**config.mk**
```make
export PLATFORM = sky130hd
export DESIGN_NAME = norm32_seq
export DESIGN_NICKNAME = d
export VERILOG_FILES = /design/src/rtl/norm32_seq.sv
export SDC_FILE = /design/constraint.sdc
export NUM_CORES = 1
export LEC_CHECK = 0
export ABC_CLOCK_PERIOD_IN_PS = 3400
export CELL_PAD_IN_SITES_DETAIL_PLACEMENT = 1
export CELL_PAD_IN_SITES_GLOBAL_PLACEMENT = 1
export CORE_UTILIZATION = 40
export CTS_BUF_LIST = sky130_fd_sc_hd__clkbuf_2
export DETAILED_ROUTE_END_ITERATION = 10
export MAX_ROUTING_LAYER = met4
export PLACE_DENSITY_LB_ADDON = 0.1
export SYNTH_ARGS = -nofsm -noshare
export SYNTH_HDL_FRONTEND = slang
export SYNTH_SLANG_ARGS = --single-unit
```
**constraint.sdc**
```tcl
create_clock -name clk -period 3.4 [get_ports clk]
set_clock_uncertainty 0.15 [all_clocks]
set_input_delay 0.85 -clock clk [delete_from_list [all_inputs] [get_ports clk]]
set_output_delay 0.85 -clock clk [all_outputs]
set_load 0.02 [all_outputs]
```
**src/rtl/norm32_seq.sv**
```systemverilog
// Iterative 32-bit normalizer: shifts an operand left until bit 31 is set and
// reports the shift amount (CLZ). One shift step per clock, valid/ready on both sides.
module norm32_seq #(
    parameter int unsigned BYTE_STEP = 1
) (
    input  logic        clk,
    input  logic        rst_n,
    input  logic        in_valid,
    output logic        in_ready,
    input  logic [31:0] in_data,
    output logic        out_valid,
    input  logic        out_ready,
    output logic [31:0] out_data,
    output logic [5:0]  out_shamt,
    output logic        out_zero
);

    typedef enum logic [1:0] {
        IDLE,
        BUSY,
        DONE
    } state_t;

    state_t      state;
    state_t      next_state;
    logic [31:0] val;
    logic [5:0]  cnt;
    logic        val_zero;
    logic        val_norm;
    logic        byte_ok;

    assign val_zero = (val == '0);
    assign val_norm = val[31];
    // A byte step only fires with the top byte clear, so it can never push a set bit past 31.
    assign byte_ok  = (BYTE_STEP != 0) && (val[31:24] == 8'h00);

    always_ff @(posedge clk or negedge rst_n) begin
        if (!rst_n) begin
            state <= IDLE;
        end else begin
            state <= next_state;
        end
    end

    always_comb begin
        next_state = state;
        in_ready   = 1'b0;
        out_valid  = 1'b0;
        case (state)
            IDLE: begin
                in_ready = 1'b1;
                if (in_valid) begin
                    next_state = BUSY;
                end
            end
            BUSY: begin
                if (val_zero || val_norm) begin
                    next_state = DONE;
                end
            end
            DONE: begin
                out_valid = 1'b1;
                if (out_ready) begin
                    next_state = IDLE;
                end
            end
            default: next_state = IDLE;
        endcase
    end

    always_ff @(posedge clk or negedge rst_n) begin
        if (!rst_n) begin
            val       <= '0;
            cnt       <= '0;
            out_data  <= '0;
            out_shamt <= '0;
            out_zero  <= 1'b0;
        end else begin
            case (state)
                IDLE: begin
                    if (in_valid) begin
                        val <= in_data;
                        cnt <= '0;
                    end
                end
                BUSY: begin
                    if (val_zero) begin
                        out_zero  <= 1'b1;
                        out_data  <= '0;
                        out_shamt <= 6'd32;
                    end else if (val_norm) begin
                        out_zero  <= 1'b0;
                        out_data  <= val;
                        out_shamt <= cnt;
                    end else if (byte_ok) begin
                        val <= val << 8;
                        cnt <= cnt + 6'd8;
                    end else begin
                        val <= val << 1;
                        cnt <= cnt + 6'd1;
                    end
                end
                default: ;
            endcase
        end
    end

endmodule

```
# Word level (Yosys, flattened, before mapping)
# Index checks and enable logic that the tools add are counted.
op_classes:
  addsub: 2
  n_eq_ne: 7
  muxes: 22
  reduce_logical: 10
op_table:
  columns: ["operator", "n"]
  rows:
  - ["32-bit 2-to-1 mux", 6]
  - ["32-bit case mux with 2 select lines", 1]
  - ["6-bit 2-to-1 mux", 6]
  - ["32-bit zero test", 1]
  - ["6-bit case mux with 2 select lines", 1]
  - ["2-bit inequality test (second input constant)", 5]
  - ["8-bit zero test", 1]
  - ["6-bit by 1-bit adder with 6-bit output (second input constant)", 1]
  - ["6-bit by 4-bit adder with 6-bit output (second input constant)", 1]
  - ["2-bit 2-to-1 mux", 3]
  - ["2-bit case mux with 3 select lines", 1]
  - ["3-bit AND reduction", 2]
  - ["1-bit 2-to-1 mux", 4]
  - ["4-bit AND reduction", 1]
  - ["2-bit nonzero test", 2]
  - ["2-bit by 1-bit equality test with 1-bit output (second input constant)", 1]
  - ["2-bit equality test (second input constant)", 1]
  - ["2-bit zero test", 1]
  - ["2-bit AND reduction", 1]
  - ["1-bit logical OR", 1]
word_totals:
  ff_bits: 79

# Logic depth before layout (Yosys ltp)
# Gate-level depths: netlist of the first run.
depth:
  ltp_word: 5
  depth_mapped: 7
  ltp_nobuf: 6

# Worst setup path before layout of the first run
# Ideal clock, no wire load.
synth_path:
  path_type: "input -> register"
  from: "in in_valid"
  to: "reg val[2]"
  setup_time_ns: 0.086
  arrival_time_ns: 1.840
  t_required_ns: 3.164
  path_slack_ns: 1.324
  cell_stages: 6
  path_buffers: 2
  path_cell_list: "nand2b_1 a21oi_1 clkbuf_1 buf_2 nor2_1 nor3_1"
synth_between:
  elab_chain_len: 2
synth_lines:
  columns: ["item", "line_no", "rtl"]
  rows:
  - ["from (decl)", "8", "input logic in_valid,"]
  - ["2-bit inequality test (no source line)", null, null]
  - ["4-bit AND reduction (no source line)", null, null]
  - ["to (signal assigned)", "82", "val <= in_data;"]
  - ["to (signal assigned)", "96", "val <= val << 8;"]
  - ["to (signal assigned)", "99", "val <= val << 1;"]
  - ["to (decl)", "26", "logic [31:0] val;"]
# No other way between the ends.
# A chain may end at the register's enable or synchronous reset.

# Final worst setup path of the first run
layout_path:
  from: "reg state[1]"
  to: "out in_ready"
layout_between:
  elab_chain_len: 2
layout_lines:
  columns: ["item", "line_no", "rtl"]
  rows:
  - ["from (decl)", "24", "state_t state;"]
  - ["from (signal assigned)", "41", "state <= next_state;"]
  - ["2-bit zero test", "49", "case (state)"]
  - ["1-bit 2-to-1 mux", "49", null]
  - ["to (decl)", "9", "output logic in_ready,"]
# No other way between the ends.

==> key figures, run 1 <==
STA
  – Final setup violation count: 0
  – FMAX: 0.358 GHz
  – RSZ-0062 raised after global routing: false
  – Final hold vios: 0
  – Final Slew Violations: 0
  – Relative slew margins: between 30% and 40%
  – Slew @ Worst Pin: around 1.0 ns
  – Tmin final: between 2 and 3 ns
  – Setup TNS: 0 ns
  – Period utilization: 82.2%

Cells and area
  – Layout Area Growth over Synthesis: 26.4%
  – Util after Layout: 53.2%
  – NumNets Final: 455
  – Fill cell count: roughly 990
  – Number of diodes: 0
  – Fin cells: 529
  – Share of cells above drive strength 1: between 7 and 8%

Die
  – Initial core utilization: roughly 42%
  – Die area: 9740 µm²
  – # rows: 34
  – Die width: ~100 µm
  – Area of the core: a little under 9000 µm²
  – IO Count: 77
  – Die Height: 98.7 µm

Synthesis
  – Top cell type's share of synthesized area: between 50% and 60%
  – Top post-synthesis cells by area: dfrtp_1 (53%), a22o_1 (8.9%), mux2i_1 (4.8%)
  – Largest area contributor in the netlist: dfrtp_1
  – Seq cells post-synth: 79
  – Seq/Total Area, Yosys: 52.9%
  – Ys Warns: 0
  – Gate Count Post-Synth: around 350
  – Syn nets: roughly 390
  – Mapped cell area: between 3000 and 4000 µm²
  – Netlist cell types: 38
  – Syn Area/Cell: 10.6 µm²

Status
  – Status: finished clean

Placement
  – GPL Wtd Cong: roughly 0.76
  – Dpl cells: around 510
  – Placed wire-length estimate: about 7000 µm
  – Port Buf Inserts: 76

Worst setup path
  – Worst EP required: about 2.4 ns
  – CP Class: flip-flop to output port
  – CP max FO: 5
  – Critical Path, Cell by Cell: nor2_1, clkdlybuf4s50_1
  – Critical path's largest stage delay: between 0.6 and 0.7 ns
  – Crit end category: output port
  – Critical Path AT: 1.79 ns
  – CP startpoint kind: flip-flop
  – Crit path max-delay cell type: clkdlybuf4s50_1

Global route
  – Wire length of the first global-routing pass: around 18,000 µm
  – Initial antenna violation count: 0
  – Gr usage total: 24.1%
  – Vias in the first global route: about 3.3k
  – Total gr overflow: 0
  – Largest net degree at the start of global routing: 80

Clock tree
  – Sink Count: 79
  – Postcts setup bufs: 0
  – Clock buffer depth: 2
  – Post_cts resized: 0
  – Htree depth: 3
  – Clock Pin Slew Worst Setup and Hold Paths: roughly 0.21 ns
  – Post-CTS Hold Fix Bufs: 0
  – Root Driver: clkbuf_2
  – TritonCTS Buffers: 9
  – CTS tree: built
  – Skew-Pair Late Insertion Delay: 0.50 ns

Detailed routing
  – Via/cell ratio: roughly 6.0
  – Drt pass-1 iters: 4
  – WL/cell: around 20 µm
  – DRC viols: 0
  – First DRT Iteration DRCs: about 170
  – Post-route ant nets: 0
  – Final WL: 10,600 µm
  – Via count: between 3k and 4k

Power
  – Register share of total power: around two fifths
  – Sw Ratio: between 40% and 50%
  – Clk pwr share: 13.5%
  – Internal power: roughly 0.0027 W
  – PwrDens: 972 nW/µm²
  – Leak Pwr: around 2.1 nW
  – Peak supply drop: approximately 0.00055 V
  – Power Total: 0.00460 W
  – Psw: roughly 0.0019 W
  – Comb power frac: ~47%

Flow run
  – Max Cap Violations: 0

Worst hold path
  – HP Class: input pin to asynchronous set/reset pin
critical path, delay by kind of cell (launching register included):
family,cells,cell delay [ns]
buffers and inverters,1,0.63
flip-flops,1,0.49
AND/OR/NAND/NOR,1,0.19
per-layer routing:
metal  vias up  GRT usage (%)  wire (µm)
met4         0           6.20        116
met1      1635           32.4       5090
met2        74           37.3       5090
met5         -              -          0
li1       1459              -          -
met3        14           4.89        329
final timing paths:
kind	endpoint	startpoint	cells after the start	slack (ns)
hold reg to reg	out_data[29]$_DFFE_PN0P_	out_data[29]$_DFFE_PN0P_	1	0.37
max in group asynchronous	val[1]$_DFFE_PN0P_	rst_n	1	2.13
min in group clk	out_data[29]$_DFFE_PN0P_	out_data[29]$_DFFE_PN0P_	1	0.37
hold / removal	val[20]$_DFFE_PN0P_	rst_n	1	0.34
setup / recovery	in_ready	state[1]$_DFFE_PN0P_	2	0.61
setup reg to reg	out_data[22]$_DFFE_PN0P_	val[30]$_DFFE_PN0P_	6	0.67
cells by family after synthesis:
| kind of cell | synth area share (%) |
|---|---|
| flops | 52.9 |
| simple gates | 15.0 |
| fa+ha+maj | 0.669 |
| compound gates | 22.5 |
| mux | 4.82 |
| buf+inv | 4.15 |
per-stage QoR:
stage	hold slack [ns]	worst slack (ns)	area, µm²
floorplan	0.344	1.32	3740
global placement	0.331	0.647	4580
detailed placement	0.335	0.567	4580
CTS	0.335	0.554	4730
global route	0.356	0.444	4730
finish	0.338	0.606	4730
state kept, by name, summed over array words and instances (netlist names):
name	cells
state	2
out_zero	1
cnt	6
out_data	32
val	32
out_shamt	6
power by group through the flow:
stage / Combinational (W) / Sequential, W / Clock [W]
floorplan: 0.00115 / 0.00192 / 0
global placement: 0.00208 / 0.00184 / 0
detailed placement: 0.00214 / 0.00185 / 0
CTS: 0.00216 / 0.00183 / 0.000638
global route: 0.00234 / 0.00189 / 0.000672
finish: 0.00215 / 0.00183 / 0.000621
cells in the final DEF, fill, tap and decap left out, types with 4 or more instances in the layout:
cell             count
buf_4                8
clkdlybuf4s50_1     75
o22a_1               6
o311ai_0             6
nand2_1             35
nand3_1              4
nor3_1              26
o311a_1             17
a221oi_1             7
a22o_1              38
a21oi_1             14
nor2_1              30
dfrtp_1             79
o21ai_1              5
nor4_1               7
mux2i_1             18
clkbuf_2            10
synth_stat cells:
cell and number:
dfrtp_1 79, a22o_1 38, nand2_1 35, nor2_1 30, nor3_1 26, clkbuf_1 21, mux2i_1 18, o311a_1 17
a21oi_1 15, a221oi_1 7, buf_2 7, nor4_1 7, o21ai_1 6, o22a_1 6, o311ai_0 6, nand2b_1 4
nand3_1 4, and2_1 3, buf_6 2, ha_1 2, inv_1 2, nor4_2 2, a211o_1 1, a211oi_1 1
a21boi_0 1, a22oi_1 1, a41o_1 1, buf_4 1, inv_2 1, nand4_1 1, nor2_4 1, nor2b_1 1
nor3_2 1, nor4b_1 1, o21a_1 1, o311ai_1 1, o31a_1 1, or3_4 1
cell type report:
class	count	area [µm²]	area share, %
Sequential cell	79	1980	41.8
Inverter	3	11.3	0.238
Clock buffer	10	50.0	1.06
Tap cell	108	135	2.86
Timing Repair Buffer	84	831	17.6
Multi-Input combinational cell	240	1620	34.4
Clock inverter	5	97.6	2.07
(Power assumes the default switching activity.)
==> run 2: changes to the inputs <==
--- a/config.mk
+++ b/config.mk
@@ -5,7 +5,7 @@
 export SDC_FILE = /design/constraint.sdc
 export NUM_CORES = 1
 export LEC_CHECK = 0
-export ABC_CLOCK_PERIOD_IN_PS = 3400
+export ABC_CLOCK_PERIOD_IN_PS = 2600
 export CELL_PAD_IN_SITES_DETAIL_PLACEMENT = 1
 export CELL_PAD_IN_SITES_GLOBAL_PLACEMENT = 1
 export CORE_UTILIZATION = 40
==> constraint.sdc (replaced) <==
create_clock -name clk -period 2.6 [get_ports clk]
set_clock_uncertainty 0.15 [all_clocks]
set_input_delay 0.65 -clock clk [delete_from_list [all_inputs] [get_ports clk]]
set_output_delay 0.65 -clock clk [all_outputs]
set_load 0.02 [all_outputs]
==> key figures, run 2 (synthesis results as in run 1) <==
Power
  – Peak supply drop: 0.000520 V (was 0.000546 V)
  – PwrDens: 1280 nW/µm² (was 972 nW/µm²)
  – Leak Pwr: 2.20 nW (was 2.13 nW)

Worst setup path
  – Critical Path AT: 2.76 ns (was 1.79 ns)
  – CP max FO: 19 (was 5)
  – Crit end category: flip-flop (was output port)
  – Critical path's largest stage delay: 0.50 ns (was 0.63 ns)
  – CP Class: flip-flop to flip-flop (was flip-flop to output port)
  – Worst EP required: 2.93 ns (was 2.40 ns)
  – Crit path max-delay family: simple AND/OR/NAND/NOR gates (was buffers and inverters)
  – Crit path max-delay cell type: dfrtp_1 (was clkdlybuf4s50_1)
  – Critical Path, Cell by Cell: nor4_1, nand4_1, or3_4, nor2_4, buf_4, o22a_1 (was nor2_1, clkdlybuf4s50_1)
  – Crit path buffers/inverters: 1 (unchanged)
  – CP startpoint kind: flip-flop (unchanged)

STA
  – Tmin final: 2.44 ns
  – Slew @ Worst Pin: 0.952 ns (was 0.998 ns)
  – Period utilization: 93.7%
  – Relative slew margins: 36.0% (was 33.5%)
  – RSZ-0062 raised after global routing: false (unchanged)
  – Final Slew Violations: 0 (unchanged)
  – Setup TNS: 0 ns (unchanged)
  – Final hold vios: 0 (unchanged)
  – Final setup violation count: 0 (unchanged)
  – Final setup margin: 0.165 ns (was 0.606 ns)
  – FMAX: approximately 0.4 GHz

Detailed routing
  – Final WL: 11,200 µm (was 10,600 µm)
  – Post-route ant nets: 0 (unchanged)
  – Via count: 3,277 (was 3,182)
  – Drt pass-1 iters: 4 (unchanged)
  – DRC viols: 0 (unchanged)
  – WL/cell: 20.7 µm (was 20.1 µm)
  – Via/cell ratio: 6.07 (was 6.02)
  – First DRT Iteration DRCs: 160 (was 167)

Clock tree
  – Clock buffer depth: 2 (unchanged)
  – CTS tree: built (unchanged)
  – Sink Count: 79 (unchanged)
  – Skew-Pair Late Insertion Delay: 0.54 ns (was 0.50 ns)
  – TritonCTS Buffers: 9 (unchanged)
  – Root Driver: clkbuf_2 (unchanged)
  – Htree depth: 3 (unchanged)
  – Clock Pin Slew Worst Setup and Hold Paths: 0.23 ns (was 0.21 ns)

Worst hold path
  – HP Class: flip-flop to flip-flop (was input pin to asynchronous set/reset pin)

Cells and area
  – Most frequent cells in the layout: dfrtp_1 (79), clkdlybuf4s50_1 (73), a22o_1 (38) (was dfrtp_1 (79), clkdlybuf4s50_1 (75), a22o_1 (38))
  – Number of diodes: 0 (unchanged)
  – Fill cell count: 968 (was 991)
  – Most common cell after layout, fill and taps aside: dfrtp_1 (unchanged)
  – NumNets Final: 466 (was 455)
  – FF+latch area: 1980 µm² (unchanged)
  – Layout Area Growth over Synthesis: 29.7% (was 26.4%)
  – Multi-input gate area: 1620 µm² (unchanged)
  – Share of cells above drive strength 1: 9.95% (was 7.36%)
  – Top Registers: out_data: 32 flops, val: 32 flops (unchanged)

Placement
  – Port Buf Inserts: 76 (unchanged)
  – GPL Wtd Cong: 0.767 (was 0.762)
  – Placed wire-length estimate: 7590 µm (was 7010 µm)
  – Placement Setup Slack: 0.226 ns (was 0.567 ns)

Die
  – IO Count: 77 (unchanged)
  – Area of the core: 8890 µm² (unchanged)
  – Die width: 98.7 µm (unchanged)
  – Initial core utilization: 42.0% (unchanged)
  – # rows: 34 (unchanged)
  – Die area: 9740 µm² (unchanged)
  – Die Height: 98.7 µm (unchanged)

Global route
  – Total gr overflow: 0 (unchanged)
  – Gr usage total: 25.3% (was 24.1%)
  – Vias in the first global route: 3,369 (was 3,347)
  – Wire length of the first global-routing pass: 18,400 µm (was 17,900 µm)
  – Largest net degree at the start of global routing: 42 (was 80)
  – Initial antenna violation count: 0 (unchanged)

Flow run
  – Max Cap Violations: 0 (unchanged)

Status
  – Status: finished clean (unchanged)
[run 2: cell types whose count changed in the layout (fill, tap and decap cells not counted), sizes merged]
cell,change
dlygate4sd3,+1
clkdlybuf4s50,-2
clkinv,-1
clkbuf,+1
buf,+10
dlygate4sd2,+2
[run 2: power by group]
part / leakage (nW) / total (W) / switching [W] / internal (W)
Clock: 0.0920 / 0.000853 / 0.000437 / 0.000416
Combinational: 1.16 / 0.00296 / 0.00158 / 0.00138
Sequential: 0.954 / 0.00238 / 0.000612 / 0.00177
Total: 2.20 / 0.00620 / 0.00263 / 0.00357
[run 2: repair_timing]
item                                   4_1_cts  5_1_grt
endpoints found under the hold margin       40        0
gates resized for setup                      2        0
setup endpoints to repair                    2        0
hold buffers                                 1        0
setup buffers                                0        0
[run 2: layout make-up]
type / instances / area share [%]
Clock buffer: 11 / 1.14
Clock inverter: 4 / 1.96
Inverter: 3 / 0.232
Multi-Input combinational cell: 240 / 33.5
Sequential cell: 79 / 40.8
Tap cell: 108 / 2.79
Timing Repair Buffer: 95 / 19.6
[run 2: path summary, 6_finish.rpt]
path / end / cells after the start / startpoint / slack [ns]
worst min-delay path: out_shamt[3]$_DFFE_PN0P_ / 1 / out_shamt[3]$_DFFE_PN0P_ / 0.37
worst max register to register: val[27]$_DFFE_PN0P_ / 6 / val[20]$_DFFE_PN0P_ / 0.16
max in group asynchronous: val[15]$_DFFE_PN0P_ / 3 / rst_n / 1.25
min in group asynchronous: out_data[29]$_DFFE_PN0P_ / 2 / rst_n / 0.45
worst min register to register: out_shamt[3]$_DFFE_PN0P_ / 1 / out_shamt[3]$_DFFE_PN0P_ / 0.37
worst max-delay path: val[27]$_DFFE_PN0P_ / 6 / val[20]$_DFFE_PN0P_ / 0.16
[run 2: per-stage QoR]
stage	hold slack (ns)	power, W	instances	area [µm²]	utilization (%)
final	0.374	0.00620	540	4850	54.5
after global routing	0.391	0.00658	540	4850	54.5
after CTS	0.379	0.00622	540	4850	54.5
after detailed placement	0.331	0.00536	524	4690	52.8
after global placement	0.331	0.00526	524	4690	52.8
after floorplan	0.204	0.00401	353	3740	-
[run 2: metal layers]
layer	track usage [%]	wire length, µm
met4	9.64	216
met1	34.0	5280
met3	3.05	405
met5	-	0
met2	39.5	5250
[run 2: worst reg2reg max path, cell delays in order, from the launching register on]
cell	delay, ns
dfrtp_1	0.50
nor4_1	0.43
nand4_1	0.23
or3_4	0.47
nor2_4	0.16
buf_4	0.27
o22a_1	0.17
==> run 3: changes to the inputs <==
==> config.mk (replaced) <==
export PLATFORM = sky130hd
export DESIGN_NAME = norm32_seq
export DESIGN_NICKNAME = d
export VERILOG_FILES = /design/src/rtl/norm32_seq.sv
export SDC_FILE = /design/constraint.sdc
export NUM_CORES = 1
export LEC_CHECK = 0
export ABC_CLOCK_PERIOD_IN_PS = 2100
export CELL_PAD_IN_SITES_DETAIL_PLACEMENT = 1
export CELL_PAD_IN_SITES_GLOBAL_PLACEMENT = 1
export CORE_ASPECT_RATIO = 0.5
export CORE_UTILIZATION = 37
export CTS_BUF_LIST = sky130_fd_sc_hd__clkbuf_2
export DETAILED_ROUTE_END_ITERATION = 10
export MAX_ROUTING_LAYER = met4
export PLACE_DENSITY = 0.89
export SYNTH_ARGS = -nofsm -noshare
export SYNTH_HDL_FRONTEND = slang
export SYNTH_SLANG_ARGS = --single-unit
==> constraint.sdc (replaced) <==
create_clock -name clk -period 2.1 [get_ports clk]
set_clock_uncertainty 0.15 [all_clocks]
set_input_delay 0.525 -clock clk [delete_from_list [all_inputs] [get_ports clk]]
set_output_delay 0.525 -clock clk [all_outputs]
set_load 0.02 [all_outputs]
==> key figures, run 3 (synthesis results as in run 1) <==
Worst setup path
  – CP max FO: 3 (was 19)
  – Crit path max-delay cell type: dfrtp_1 (unchanged)
  – CP startpoint kind: flip-flop (unchanged)
  – Worst EP required: 2.50 ns (was 2.93 ns)
  – Crit end category: flip-flop (unchanged)
  – Critical Path, Cell by Cell: nor4_2, nand4_1, buf_4, nor3_4, buf_4, a21oi_2, buf_4, o22a_1 (was nor4_1, nand4_1, or3_4, nor2_4, buf_4, o22a_1)
  – Worst R2R Setup Slack: -0.38 ns (was 0.16 ns)
  – Crit path max-delay family: simple AND/OR/NAND/NOR gates (unchanged)
  – Crit path buffers/inverters: 3 (was 1)
  – FF-to-FF path depth: 8 (was 6)
  – CP dominant cell by count: buf_4
  – Critical Path AT: 2.88 ns (was 2.76 ns)
  – Critical path's largest stage delay: 0.47 ns (was 0.50 ns)
  – RR Endpoint: val[29]$_DFFE_PN0P_ (was val[27]$_DFFE_PN0P_)
  – FF-to-FF Start: val[4]$_DFFE_PN0P_ (was val[20]$_DFFE_PN0P_)
  – CP Class: flip-flop to flip-flop (unchanged)

STA
  – Tmin final: 2.48 ns (was 2.44 ns)
  – FMAX: 0.403 GHz (was 0.411 GHz)
  – Final setup violation count: 81 (was 0)
  – Final hold vios: 0 (unchanged)
  – Relative slew margins: 54.8% (was 36.0%)
  – Slew @ Worst Pin: 0.675 ns (was 0.952 ns)
  – Period utilization: 118% (was 93.7%)
  – RSZ-0062 raised after global routing: true (was false)
  – Final Slew Violations: 0 (unchanged)
  – Final setup margin: -0.381 ns (was 0.165 ns)

Global route
  – Vias in the first global route: 4,313 (was 3,369)
  – Gr usage total: 37.7% (was 25.3%)
  – Total gr overflow: 0 (unchanged)
  – Largest net degree at the start of global routing: 80 (was 42)
  – Initial antenna violation count: 1 (was 0)
  – Wire length of the first global-routing pass: 27,200 µm (was 18,400 µm)

Power
  – Power Total: 0.00950 W (was 0.00620 W)
  – Peak supply drop: 0.000468 V (was 0.000520 V)
  – Leak Pwr: 2.72 nW (was 2.20 nW)
  – PwrDens: 1640 nW/µm² (was 1280 nW/µm²)

Detailed routing
  – Final WL: 19,000 µm (was 11,200 µm)
  – WL/cell: 30.1 µm (was 20.7 µm)
  – Post-route ant nets: 0 (unchanged)
  – First DRT Iteration DRCs: 477 (was 160)
  – Drt pass-1 iters: 7 (was 4)
  – DRC viols: 0 (unchanged)
  – Via/cell ratio: 6.58 (was 6.07)
  – Via count: 4,161 (was 3,277)

Placement
  – GPL Wtd Cong: 0.832 (was 0.767)
  – Port Buf Inserts: 76 (unchanged)
  – Placed wire-length estimate: 9220 µm (was 7590 µm)
  – Dpl cells: 595 (was 524)

Die
  – # rows: 25 (was 34)
  – Area of the core: 9630 µm² (was 8890 µm²)
  – Die Height: 73.1 µm (was 98.7 µm)
  – Die width: 144 µm (was 98.7 µm)
  – Initial core utilization: 38.8% (was 42.0%)
  – IO Count: 77 (unchanged)
  – Die area: 10,500 µm² (was 9740 µm²)

Clock tree
  – Root Driver: clkbuf_2 (unchanged)
  – Htree depth: 3 (unchanged)
  – Clock buffer depth: 2 (unchanged)
  – Clock Pin Slew Worst Setup and Hold Paths: 0.27 ns (was 0.23 ns)
  – Skew-Pair Late Insertion Delay: 0.65 ns (was 0.54 ns)
  – CTS tree: built (unchanged)
  – Sink Count: 79 (unchanged)
  – TritonCTS Buffers: 9 (unchanged)

Worst hold path
  – HP Class: input pin to asynchronous set/reset pin (was flip-flop to flip-flop)

Cells and area
  – Layout Area Growth over Synthesis: 54.7% (was 29.7%)
  – Top Registers: out_data: 32 flops, val: 32 flops (unchanged)
  – Fill cell count: 1,004 (was 968)
  – Share of cells above drive strength 1: 30.6% (was 9.95%)
  – Most common cell after layout, fill and taps aside: dfrtp_1 (unchanged)
  – Fin cells: 632 (was 540)
  – Most frequent cells in the layout: dfrtp_1 (79), buf_4 (62), a22o_1 (38) (was dfrtp_1 (79), clkdlybuf4s50_1 (73), a22o_1 (38))
  – NumNets Final: 529 (was 466)

Flow run
  – Max Cap Violations: 0 (unchanged)

Status
  – Status: finished, violations left (was finished clean)
  – Violated checks: setup timing
run 3: worst max path at each step:
| stage | from | endpoint | slack (ns) | cells after the start |
|---|---|---|---|---|
| after detailed placement | val[29]$_DFFE_PN0P_ | val[6]$_DFFE_PN0P_ | -0.27 | 6 |
| after floorplan | val[24]$_DFFE_PN0P_ | out_data[22]$_DFFE_PN0P_ | 0.06 | 7 |
| final | val[4]$_DFFE_PN0P_ | val[29]$_DFFE_PN0P_ | -0.38 | 8 |
| after global routing | val[24]$_DFFE_PN0P_ | val[21]$_DFFE_PN0P_ | -0.47 | 7 |
| after global placement | val[31]$_DFFE_PN0P_ | val[7]$_DFFE_PN0P_ | -0.06 | 6 |
| after CTS | val[23]$_DFFE_PN0P_ | out_data[20]$_DFFE_PN0P_ | -0.20 | 9 |
run 3: metrics by stage:
step	util, %	hold slack [ns]	setup WS [ns]	cell area (µm²)	TNS (ns)
global route	60.0	0.279	-0.474	5780	-19.12
CTS	59.5	0.297	-0.204	5740	-7.90
floorplan	-	0.0794	0.0615	3740	0
finish	60.0	0.239	-0.381	5780	-20.56
global placement	52.9	0.335	-0.0584	5090	-1.04
detailed placement	52.9	0.335	-0.267	5090	-6.91
run 3: what timing repair did:
action / 4_1_cts / 5_1_grt
resized for setup: 120 / 29
endpoints found under the setup margin: 114 / 83
buffers inserted: 14 / 8
hold buffers: 1 / 0
pin swaps: 27 / 17
hold endpoints to repair: 79 / 0
cloned: 6 / 0
run 3: metal layers:
metal  global-route usage [%]  up-vias  part of all wire (%)
li1                         -     1615                     -
met1                     46.6     2088                    39
met2                     56.4      348                    45
met3                     9.32      110                    10
met4                     23.0        0                   5.7
met5                        -        -                     0
run 3: cell type report:
type / count / area (µm²) / area share, %
tap: 135 / 169 / 2.92
inverter: 3 / 11.3 / 0.195
multi-input combinational: 240 / 1980 / 34.3
antenna: 1 / 2.50 / 0.0433
timing repair buffer: 158 / 1530 / 26.5
sequential: 79 / 1980 / 34.2
clock inverter: 7 / 63.8 / 1.10
clock buffer: 9 / 45.0 / 0.779
run 3: worst min-delay path: cells and delay by family:
kind / cells / cell delay, ns
buffers and inverters: 3 / 0.98
run 3: report_power, final:
group          total (W)  internal [W]  switching (W)
Sequential       0.00287       0.00219       0.000675
Clock           0.000877      0.000263       0.000614
Combinational    0.00575       0.00240        0.00335
Total            0.00950       0.00486        0.00464
